[src/rtl/div3_sequence_generator.sv]
// -----------------------------------------------------------------------------
// div3_sequence_generator
//
// Emits the six 4-bit multiples of three (0,3,6,9,12,15) over a valid/ready
// handshake. The order is ascending or descending, chosen by dir when the
// sequence starts. The sequence can be restarted automatically (loop) or
// aborted (stop). A sticky err flag watches the offered value for
// divisibility by three.
//
// Ports
//   clk        in   1  rising-edge clock for all state
//   rst        in   1  asynchronous active-high reset
//   start      in   1  request a new sequence (only looked at in IDLE)
//   stop       in   1  abort; wins over start in IDLE, ends EMIT
//   dir        in   1  0 = ascending, 1 = descending; captured at start
//   loop       in   1  wrap to the first value after the sixth accept
//   out        out  4  value currently offered
//   out_valid  out  1  out holds a valid value
//   out_ready  in   1  consumer accepts when out_valid && out_ready
//   busy       out  1  high in EMIT and DONE
//   done       out  1  one-cycle pulse after a non-looping sequence ends
//   seq_cnt    out  3  index 0..5 of the value on out
//   err        out  1  sticky: out_valid with out not a multiple of three
// -----------------------------------------------------------------------------
module div3_sequence_generator (
  input  logic       clk,
  input  logic       rst,
  input  logic       start,
  input  logic       stop,
  input  logic       dir,
  input  logic       loop,
  output logic [3:0] out,
  output logic       out_valid,
  input  logic       out_ready,
  output logic       busy,
  output logic       done,
  output logic [2:0] seq_cnt,
  output logic       err
);

  typedef enum logic [1:0] {
    IDLE = 2'd0,
    EMIT = 2'd1,
    DONE = 2'd2
  } state_t;

  state_t     state_r;
  logic       dir_r;
  logic [3:0] next_out_s;
  logic [3:0] first_out_s;
  logic       accept_s;
  logic       last_s;
  logic       bad_value_s;

  // Residue check: true when value is not a multiple of three.
  function automatic logic not_div3(input logic [3:0] value);
    logic [3:0] rem;
    rem = value % 4'd3;
    return (rem != 4'd0);
  endfunction

  // Next value in the running sequence and its first value, both following
  // the captured direction. The step is only used while seq_cnt < 5, so the
  // results stay within 0..15 without wrapping.
  always_comb begin
    next_out_s  = out;
    first_out_s = 4'd0;
    if (dir_r) begin
      next_out_s  = out - 4'd3;
      first_out_s = 4'd15;
    end else begin
      next_out_s  = out + 4'd3;
      first_out_s = 4'd0;
    end
  end

  // Handshake and end-of-sequence qualifiers.
  always_comb begin
    accept_s    = out_valid & out_ready;
    last_s      = (seq_cnt == 3'd5);
    bad_value_s = out_valid & not_div3(out);
  end

  // Sequencer FSM; every output is registered here.
  always_ff @(posedge clk or posedge rst) begin
    if (rst) begin
      state_r   <= IDLE;
      dir_r     <= 1'b0;
      out       <= 4'd0;
      out_valid <= 1'b0;
      busy      <= 1'b0;
      done      <= 1'b0;
      seq_cnt   <= 3'd0;
      err       <= 1'b0;
    end else begin
      done <= 1'b0;
      if (bad_value_s) begin
        err <= 1'b1;
      end

      case (state_r)
        IDLE: begin
          // stop has priority so a start+stop collision leaves us idle.
          if (!stop && start) begin
            state_r   <= EMIT;
            dir_r     <= dir;
            out       <= dir ? 4'd15 : 4'd0;
            seq_cnt   <= 3'd0;
            out_valid <= 1'b1;
            busy      <= 1'b1;
          end
        end

        EMIT: begin
          if (stop) begin
            // A handshake in this same cycle is considered delivered, but
            // out and seq_cnt are left showing the last offered value.
            state_r   <= IDLE;
            out_valid <= 1'b0;
            busy      <= 1'b0;
          end else if (accept_s) begin
            if (!last_s) begin
              out     <= next_out_s;
              seq_cnt <= seq_cnt + 3'd1;
            end else if (loop) begin
              out     <= first_out_s;
              seq_cnt <= 3'd0;
            end else begin
              state_r   <= DONE;
              out_valid <= 1'b0;
              done      <= 1'b1;
            end
          end
        end

        DONE: begin
          state_r <= IDLE;
          busy    <= 1'b0;
        end

        default: begin
          state_r   <= IDLE;
          out_valid <= 1'b0;
          busy      <= 1'b0;
        end
      endcase
    end
  end

endmodule

[config.mk]
export PLATFORM = sky130hd
export DESIGN_NAME = div3_sequence_generator
export DESIGN_NICKNAME = d
export VERILOG_FILES = /design/src/rtl/div3_sequence_generator.sv
export SDC_FILE = /design/constraint.sdc
export NUM_CORES = 1
export LEC_CHECK = 0
export CORE_ASPECT_RATIO = 0.9
export CORE_MARGIN = 8
export CORE_UTILIZATION = 45
export DETAILED_ROUTE_END_ITERATION = 8
export PLACE_DENSITY = 0.83
export SLEW_MARGIN = 20
export SYNTH_ARGS = -nofsm -noshare
export SYNTH_HDL_FRONTEND = slang
export SYNTH_SLANG_ARGS = --single-unit
[constraint.sdc]
create_clock -name clk -period 2.12 [get_ports clk]
set_input_delay 0.318 -clock clk [delete_from_list [all_inputs] [get_ports clk]]
set_output_delay 0.318 -clock clk [all_outputs]
set_load 0.1 [all_outputs]
Word level (Yosys, flattened, before mapping) --
Index checks and enable logic that the tools add are counted.
Word-level totals: flip-flop bits (word level) 14, input bits 7, logic and storage cells 70
Cells by class: add/sub/neg operators 3, div/mod/pow operators 1, equal/unequal tests 11, muxes and demuxes 34, bitwise gates (word level) 3, reduce and logical (&&, ||, !) cells 10
Operator list (number):
- $mux 4 | 8
- $mux 3 | 5
- $ne 3x3->1 const B | 4
- $mux 1 | 11
- $mux 2 | 5
- $reduce_and 5->1 | 2
- $ne 2x2->1 const B | 4
- $pmux 4 s2 | 1
- $pmux 3 s2 | 1
- $add 4x2->4 const B | 1
- $mod 4x2->4 const B | 1
- $pmux 2 s2 | 1
- $reduce_and 2->1 | 2
- $reduce_and 4->1 | 1
- $reduce_bool 4->1 | 1
- $sub 4x2->4 const B | 1
- $add 3x1->3 const B | 1
- $eq 3x3->1 const B | 1
- $pmux 1 s3 | 1
- $and 1x1->1 | 2
- $eq 2x1->1 const B | 1
- $eq 2x2->1 const B | 1
- $logic_not 2->1 | 1
- $pmux 1 s2 | 1
- other kinds (4) | 4

Longest topological paths before layout --
Gate-level depths: netlist (run 1).
word-level depth 6, mapped depth 13, gate-level depth less buffers 12

Least setup slack after synthesis (run 1) --
No wires, ideal clock.
kind flip-flop to flip-flop, start point register out[2], end point register err, library setup time 0.135 ns, arrival time 2.735 ns, data required time 1.985 ns, slack -0.750 ns, stages on the path, launching flop included 14, buffers on the path 1, cells stage by stage dfrtp_1 nand2b_1 inv_1 ha_1 inv_1 ha_1 clkbuf_1 o211ai_1 o21ai_0 ha_1 a211o_1 a21oi_1 o211a_1 a211oi_1
Between the ends: word-level cells in the longest chain between the ends 3
Ends and longest elaborated chain:
- from (decl) | line 32 | output logic [3:0] out,
- from (signal assigned) | line 107 | out <= dir ? 4'd15 : 4'd0;
- from (signal assigned) | line 123 | out <= next_out_s;
- from (signal assigned) | line 126 | out <= first_out_s;
- $mod 4x2->4 | line 58 | rem = value % 4'd3;
- $reduce_bool 4->1 | line 59 | return (rem != 4'd0);
- $and 1x1->1 | line 81 | bad_value_s = out_valid & not_div3(out);
- to (signal assigned) | line 94 | err <= 1'b0;
- to (signal assigned) | line 98 | err <= 1'b1;
- to (decl) | line 38 | output logic err
Every way passes these cells. A chain may end at the register's enable or synchronous reset.

Final worst setup path (run 1) --
start point register out[3], end point register err
The elaborated chain is that of the path after synthesis.

==> results.md, run 1 <==
* Seq/Total Area, Yosys at 36.75%
* Multi-input logic area at 601.8 um^2
* Final setup viols at 0
* Die X at 64.52 um
* Max Slew Vio Count at 0
* Clock root buffer: clkbuf_4
* Via Count at 844
* CP peak stage delay at 480 ps
* Clk_lat worst skew at 280 ps
* Nets at 142
* Cell Area, Placed at 1222 um^2
* Largest net degree at the start of global routing at 15
* Largest family of logic cells by synthesized area: simple AND/OR/NAND/NOR gates
* Worst-path clk slew at 80 ps
* Yosys warns at 0
* Most common cell on crit path: ha_4
* Synth cell types at 37
* Count of final hold-check violations at 0
* Max Root-Sink Buffers at 2
* Synth Area in Compound Gates at 18.37%
* Critical Path AT at 2230 ps
* Hold slack final at 371.9 ps
* Simple-Gate Fraction of Synth Area at 24.54%
* Ratio of cells with drive above 1 in the final layout at 29.92%
* CP endpoint kind: flop
* Initial Util at 48.85%
* CTS tree: built
* Cell family with most CP delay: compound AO/OA/AOI/OAI gates
* Synth top area cells: dfrtp_1 37%, ha_1 6.6%, mux2i_1 4.2%, a21oi_1 3.1%, nand2_1 3.1%
* Fin cells at 152
* Maximum vdd drop at 787.9 uV
* Synth area leader: dfrtp_1
* Inserted Diodes at 0
* Post-DRT Antenna Nets at 0
* Async SR Flop Fraction at 100.0%
* Post-synthesis adder-cell area fraction at 8.661%
* Startpoint class of the critical path: flop
* Reg2Reg Depth at 12
* Initial antenna violation count at 0
* Slew @ Worst Pin at 546.5 ps
* Worst slew margin at 63.53%
* Initial drt markers at 31
* DR DRC count at 0
* Row count at 15
* Crit Path Max Fanout at 8
* Filler Cells Inserted at 176
* Worst Path Buf+Inv at 2
* Final Worst Setup Slack at 42.74 ps
* Outcome: complete, no violations
* Leak at 0.5550 nW
* Gr ovfl total at 0
* Mux share of post-synthesis cell area at 4.199%
* Syn Nets at 116
* Reg2reg end: err
* Post-Syn Area at 953.4 um^2
* Final setup TNS at 0 ps
* Reg2Reg Setup Slack at 40 ps
* Die H at 59.67 um
* PortBufs at 17
* CP Data Required Time at 2270 ps
* H-tree Lvls at 1
* EDFF count, synth at 0
* Global-route wire length before repair at 3.843 mm
* Final worst path period share at 97.98%
* Pre-Repair DR Iteration Count at 4
* Share of the synthesized area in the top cell type at 36.75%
* Final Instance Area at 1256 um^2
* GPL Wtd Cong at 0.7947
* WL/cell at 14.67 um
* Via/cell ratio at 5.553
* RSZ-0062 raised after global routing: true
* HPWL Detailed at 1.744 mm
* Core Region at 1952 um^2
* Max Cap Viol at 0
* Worst path slowest cell: dfrtp_4
* Period minus WS final at 2077 ps
* Total CTS buffers at 3
* Register area at 360.3 um^2
* Placed cells at 149
* CP cell instances: nand2b_4 > inv_4 > ha_4 > inv_2 > ha_4 > o211ai_1 > o21ai_1 > ha_2 > a211o_1 > a21oi_2 > o211a_1 > a211oi_2
* WL final at 2.230 mm
* PD cells at 1260 nW/um^2
* Fmax at 0.4814 GHz
* Vias in the first global route at 862
* Mean area per synthesized cell at 9.256 um^2
* Clk_skew at 6.556 ps
* XOR/XNOR share of the synthesized area at 2.756%
* Setup Buffers After CTS at 0
* Reg-to-Reg Start: out[3]
* Gr usage total at 12.42%
* Hold WC Path Type: input port to asynchronous set/reset pin
* Pre-CTS setup slack at -30.78 ps
* CTS sink count at 14
* Synthesized netlist cell count at 103
* Ys flop type: dfrtp_1
* Ports at 18
* DIE AREA at 3850 um^2
* Yosys reg bits at 14
* Crit path kind: flop to flop
* Area Growth Syn to Fin at 31.76%
==> final cells by class <==
class	instances	share of cell area [%]
sequential	14	28.69
tap	25	2.490
clock buffer	3	1.793
inverter	6	1.992
multi-input combinational	79	47.91
timing repair buffer	25	17.13
==> Yosys cell counts, types with 3 or more instances <==
cell type,number
dfrtp_1,14
nand2_1,8
o21ai_0,5
nor2_1,7
inv_1,6
nand3_1,4
a21oi_1,6
ha_1,5
mux2i_1,4
clkbuf_1,3
nor2b_1,4
nand2b_1,4
a31oi_1,3
==> layer usage <==
metal | GRT usage (%) | share of wire [%] | up-vias | wire [um]
li1 | - | - | 419 | -
met1 | 14.97 | 45 | 408 | 1008
met2 | 20.96 | 49 | 13 | 1100
met3 | 4.104 | 4.7 | 4 | 105
met4 | 2.795 | 0.72 | 0 | 16
met5 | 0 | 0 | - | 0
==> worst max path at each step <==
| stage | cells after the start | end | start | slack, ps |
|---|---|---|---|---|
| 3_5_place_dp | 6 | seq_cnt[2] | stop | -30 |
| 3_3_place_gp | 6 | seq_cnt[2] | stop | 0.2 |
| 2_1_floorplan | 13 | err | out[3] | -170 |
| 6_report | 12 | err | out[3] | 40 |
| 4_1_cts | 12 | err | out[3] | 30 |
| 5_1_grt | 12 | err | out[3] | -20 |
==> through the flow <==
step | util (%) | total power (W)
3_3_place_gp | 62.63 | 0.001378
4_1_cts | 63.78 | 0.001578
6_report | 64.36 | 0.001582
5_1_grt | 64.36 | 0.001698
3_5_place_dp | 62.63 | 0.001421
2_1_floorplan | - | 0.001186
==> logic make-up (layout without fill, tap and decap cells) <==
logic type,count (synthesis),in the layout
AO/OA/AOI/OAI,26,26
adder cells (fa/ha/maj),6,6
AND/OR/NAND/NOR,40,40
multiplexers,4,4
buffers and inverters,10,34
XOR/XNOR,3,3
flip-flops,14,14
==> where the power goes <==
group | leakage [nW] | total, W | switching [W] | internal (W)
combinational | 0.373 | 0.00105 | 0.000664 | 0.000381
clock | 0.0138 | 0.000150 | 0.0000837 | 0.0000659
sequential | 0.168 | 0.000387 | 0.0000629 | 0.000324
total | 0.555 | 0.00158 | 0.000811 | 0.000772
==> state kept, by name, summed over array words and instances (netlist names) <==
| name | cells |
|---|---|
| busy | 1 |
| seq_cnt | 3 |
| done | 1 |
| err | 1 |
| out_valid | 1 |
| dir_r | 1 |
| out | 4 |
| state_r | 2 |
==> what timing repair did <==
item / in CTS / in global routing
hold buffers: 0 / 0
setup endpoints to repair: 0 / 1
resized for setup: 0 / 4
==> cell usage in the layout (no fill, tap or decap), drive strengths merged, types with 3 or more instances in the layout <==
cell type and count:
nand3 4, o21ai 6, mux2i 4, buf 19, dfrtp 14, clkdlybuf4s50 6, nor2b 4, ha 5
inv 6, nand2 9, a21oi 6, nand2b 4, nor2 7, clkbuf 3, a31oi 3
Power figures use the tool's default switching activity.
==> run 2: changes to the inputs <==
- GPL_ROUTABILITY_DRIVEN: not set -> 1
- HOLD_SLACK_MARGIN: not set -> 0.06
==> results of run 2 <==
Same layout as run 1: the final DEF is identical, and so are final timing and power.
==> run 3: changes to the inputs <==
- MAX_ROUTING_LAYER: not set -> met4
==> run 3 against run 2 <==
  * Clock skew is 0.74 ps higher
  * Highest routed layer unchanged
  * Critical endpoint unchanged
  * Maximum frequency hardly changed
  * Combinational power is essentially flat
  * Flip-flop and latch count stayed put
  * Die area unchanged
  * Global-route usage up 0.33 points
  * Count of clock-buffer cells in the layout did not move
==> results.md, run 3 (synthesized netlist as in run 1, its figures left out) <==
* WL final at 2.228 mm (about the same)
* Reg2reg end: err
* Pre-Repair DR Iteration Count at 4 (unchanged)
* Final setup viols at 0 (unchanged)
* H-tree Lvls at 1 (unchanged)
* Combinational Power Share at 66.0% (about the same)
* Gr ovfl total at 0 (unchanged)
* GR Layer Usage met1 at 15.19% (+0.22 points)
* Leak at 0.5550 nW (unchanged)
* Initial Util at 48.85% (unchanged)
* Max Cap Viol at 0 (unchanged)
* PortBufs at 17 (unchanged)
* Cell Area, Placed at 1222 um^2 (unchanged)
* Die H at 59.67 um (unchanged)
* Most flop-heavy register: out
* Final Worst Setup Slack at 42.92 ps (+0.1814 ps)
* Startpoint class of the critical path: flop
* Clk_lat worst skew at 280 ps (about the same)
* Most frequent cells in the layout: 18 x buf_4, 10 x dfrtp_1, 8 x nand2_1, 7 x nor2_1, 6 x clkdlybuf4s50_1
* Worst slew margin at 63.30% (-0.23 points)
* Reg2Reg Depth at 12 (unchanged)
* Filler Cells Inserted at 176 (unchanged)
* GPL Wtd Cong at 0.8060 (+1.4%)
* Maximum vdd drop at 786.7 uV (-0.14%)
* Post-CTS sizing at 0 (unchanged)
* Vias in the first global route at 862 (unchanged)
* Clock root buffer: clkbuf_4
* Flip-flop count of the largest register after layout at 4 (unchanged)
* Core Region at 1952 um^2 (unchanged)
* Crit Path Max Fanout at 8 (unchanged)
* Clk pwr share at 9.5% (about the same)
* CTS tree: built
* Fmax at 0.4814 GHz (about the same)
* Max Root-Sink Buffers at 2 (unchanged)
* Pre-CTS setup slack at -30.78 ps (unchanged)
* Sequential power share at 24.5% (about the same)
* Reg2Reg Setup Slack at 40 ps (about the same)
* Period minus WS final at 2077 ps (-0.1814 ps)
* RSZ-0062 raised after global routing: true
* Clk_skew at 7.292 ps (+0.7359 ps)
* Final worst path period share at 97.98% (about the same)
* Hold WC Path Type: input port to asynchronous set/reset pin
* Initial drt markers at 38 (+23%)
* Largest net degree at the start of global routing at 15 (unchanged)
* PD cells at 1259 nW/um^2 (about the same)
* Most common cell after layout, fill and taps aside: buf_4
* DR DRC count at 0 (unchanged)
* Worst-path clk slew at 80 ps (about the same)
* DIE AREA at 3850 um^2 (unchanged)
* M2 GR Usage at 20.96% (unchanged)
* Hold Buf Count CTS at 0 (unchanged)
* Critical Path AT at 2230 ps (about the same)
* WL/cell at 14.66 um (about the same)
* Row count at 15 (unchanged)
* Outcome: complete, no violations
* Inserted Diodes at 0 (unchanged)
* Crit path kind: flop to flop
* Final Instance Area at 1256 um^2 (unchanged)
* CP Data Required Time at 2270 ps (about the same)
* Ratio of cells with drive above 1 in the final layout at 29.92% (unchanged)
* Post-DRT Antenna Nets at 0 (unchanged)
* Die X at 64.52 um (unchanged)
* Via/cell ratio at 5.513 (-0.71%)
* Count of final hold-check violations at 0 (unchanged)
* Ports at 18 (unchanged)
* Total CTS buffers at 3 (unchanged)
* Gr usage total at 12.75% (+0.33 points)
* Switching Share at 51.23% (about the same)
* Setup Buffers After CTS at 0 (unchanged)
* CTS sink count at 14 (unchanged)
* HPWL Detailed at 1.744 mm (unchanged)
* CP endpoint kind: flop
* Nets at 142 (unchanged)
* Int Pwr at 0.0007712 W (about the same)
* Slew @ Worst Pin at 549.9 ps (+3.431 ps)
* Sw Pwr at 0.0008100 W (-0.10%)
* Initial antenna violation count at 0 (unchanged)
* Met3 Track Usage GR at 3.731% (-0.37 points)
* Area Growth Syn to Fin at 31.76% (unchanged)
* GRT busiest layer: met2
* Via Count at 838 (-0.71%)
* Max Slew Vio Count at 0 (unchanged)
* Top Registers: out (4), seq_cnt (3), state_r (2)
* Global-route wire length before repair at 3.843 mm (unchanged)
* Reg-to-Reg Start: out[3]
==> run 3: per-layer routing <==
| metal | share of wire [%] | up-vias | wire (um) |
|---|---|---|---|
| li1 | - | 419 | - |
| met1 | 47 | 404 | 1041 |
| met4 | 0.72 | 0 | 16 |
| met3 | 3.4 | 4 | 76 |
| met2 | 49 | 11 | 1094 |
| met5 | 0 | - | 0 |
==> run 3: stage by stage <==
stage	util [%]	hold slack [ps]	cells	TNS, ps	power (W)
after floorplan	-	207.1	103	-170.2	0.001186
after global placement	62.63	511.4	149	0	0.001378
after detailed placement	62.63	527.8	149	-79.55	0.001421
after CTS	63.78	387.2	152	0	0.001578
after global routing	64.36	417.1	152	-20.44	0.001698
final	64.36	372.3	152	0	0.001581
==> run 3: layout make-up <==
type	instances	area, um^2	area share (%)
timing repair buffer	25	215.2	17.13
multi-input combinational	79	601.8	47.91
inverter	6	25.02	1.992
tap	25	31.28	2.490
clock buffer	3	22.52	1.793
sequential	14	360.3	28.69
==> run 3: worst max path at each step <==
stage                      start    endpoint  slack (ps)  cells after the start
after CTS                 out[3]         err          30                     12
after global placement      stop  seq_cnt[2]         0.2                      6
final                     out[3]         err          40                     12
after floorplan           out[3]         err        -170                     13
after global routing      out[3]         err         -20                     12
after detailed placement    stop  seq_cnt[2]         -30                      6
==> run 3: power by group through the flow <==
stage          clock network [W]  registers [W]  logic, W
6_report                0.000150       0.000387   0.00104
5_1_grt                 0.000172       0.000398   0.00113
4_1_cts                 0.000160       0.000388   0.00103
3_5_place_dp                   0       0.000393   0.00103
3_3_place_gp                   0       0.000391  0.000986
2_1_floorplan                  0       0.000700  0.000486
==> run 3: critical path, stage by stage, from the launching register on <==
cell and delay (ps):
dfrtp_4 480, nand2b_4 170, inv_4 60, ha_4 110, inv_2 30, ha_4 170
o211ai_1 90, o21ai_1 100, ha_2 180, a211o_1 240, a21oi_2 100, o211a_1 160
a211oi_2 40
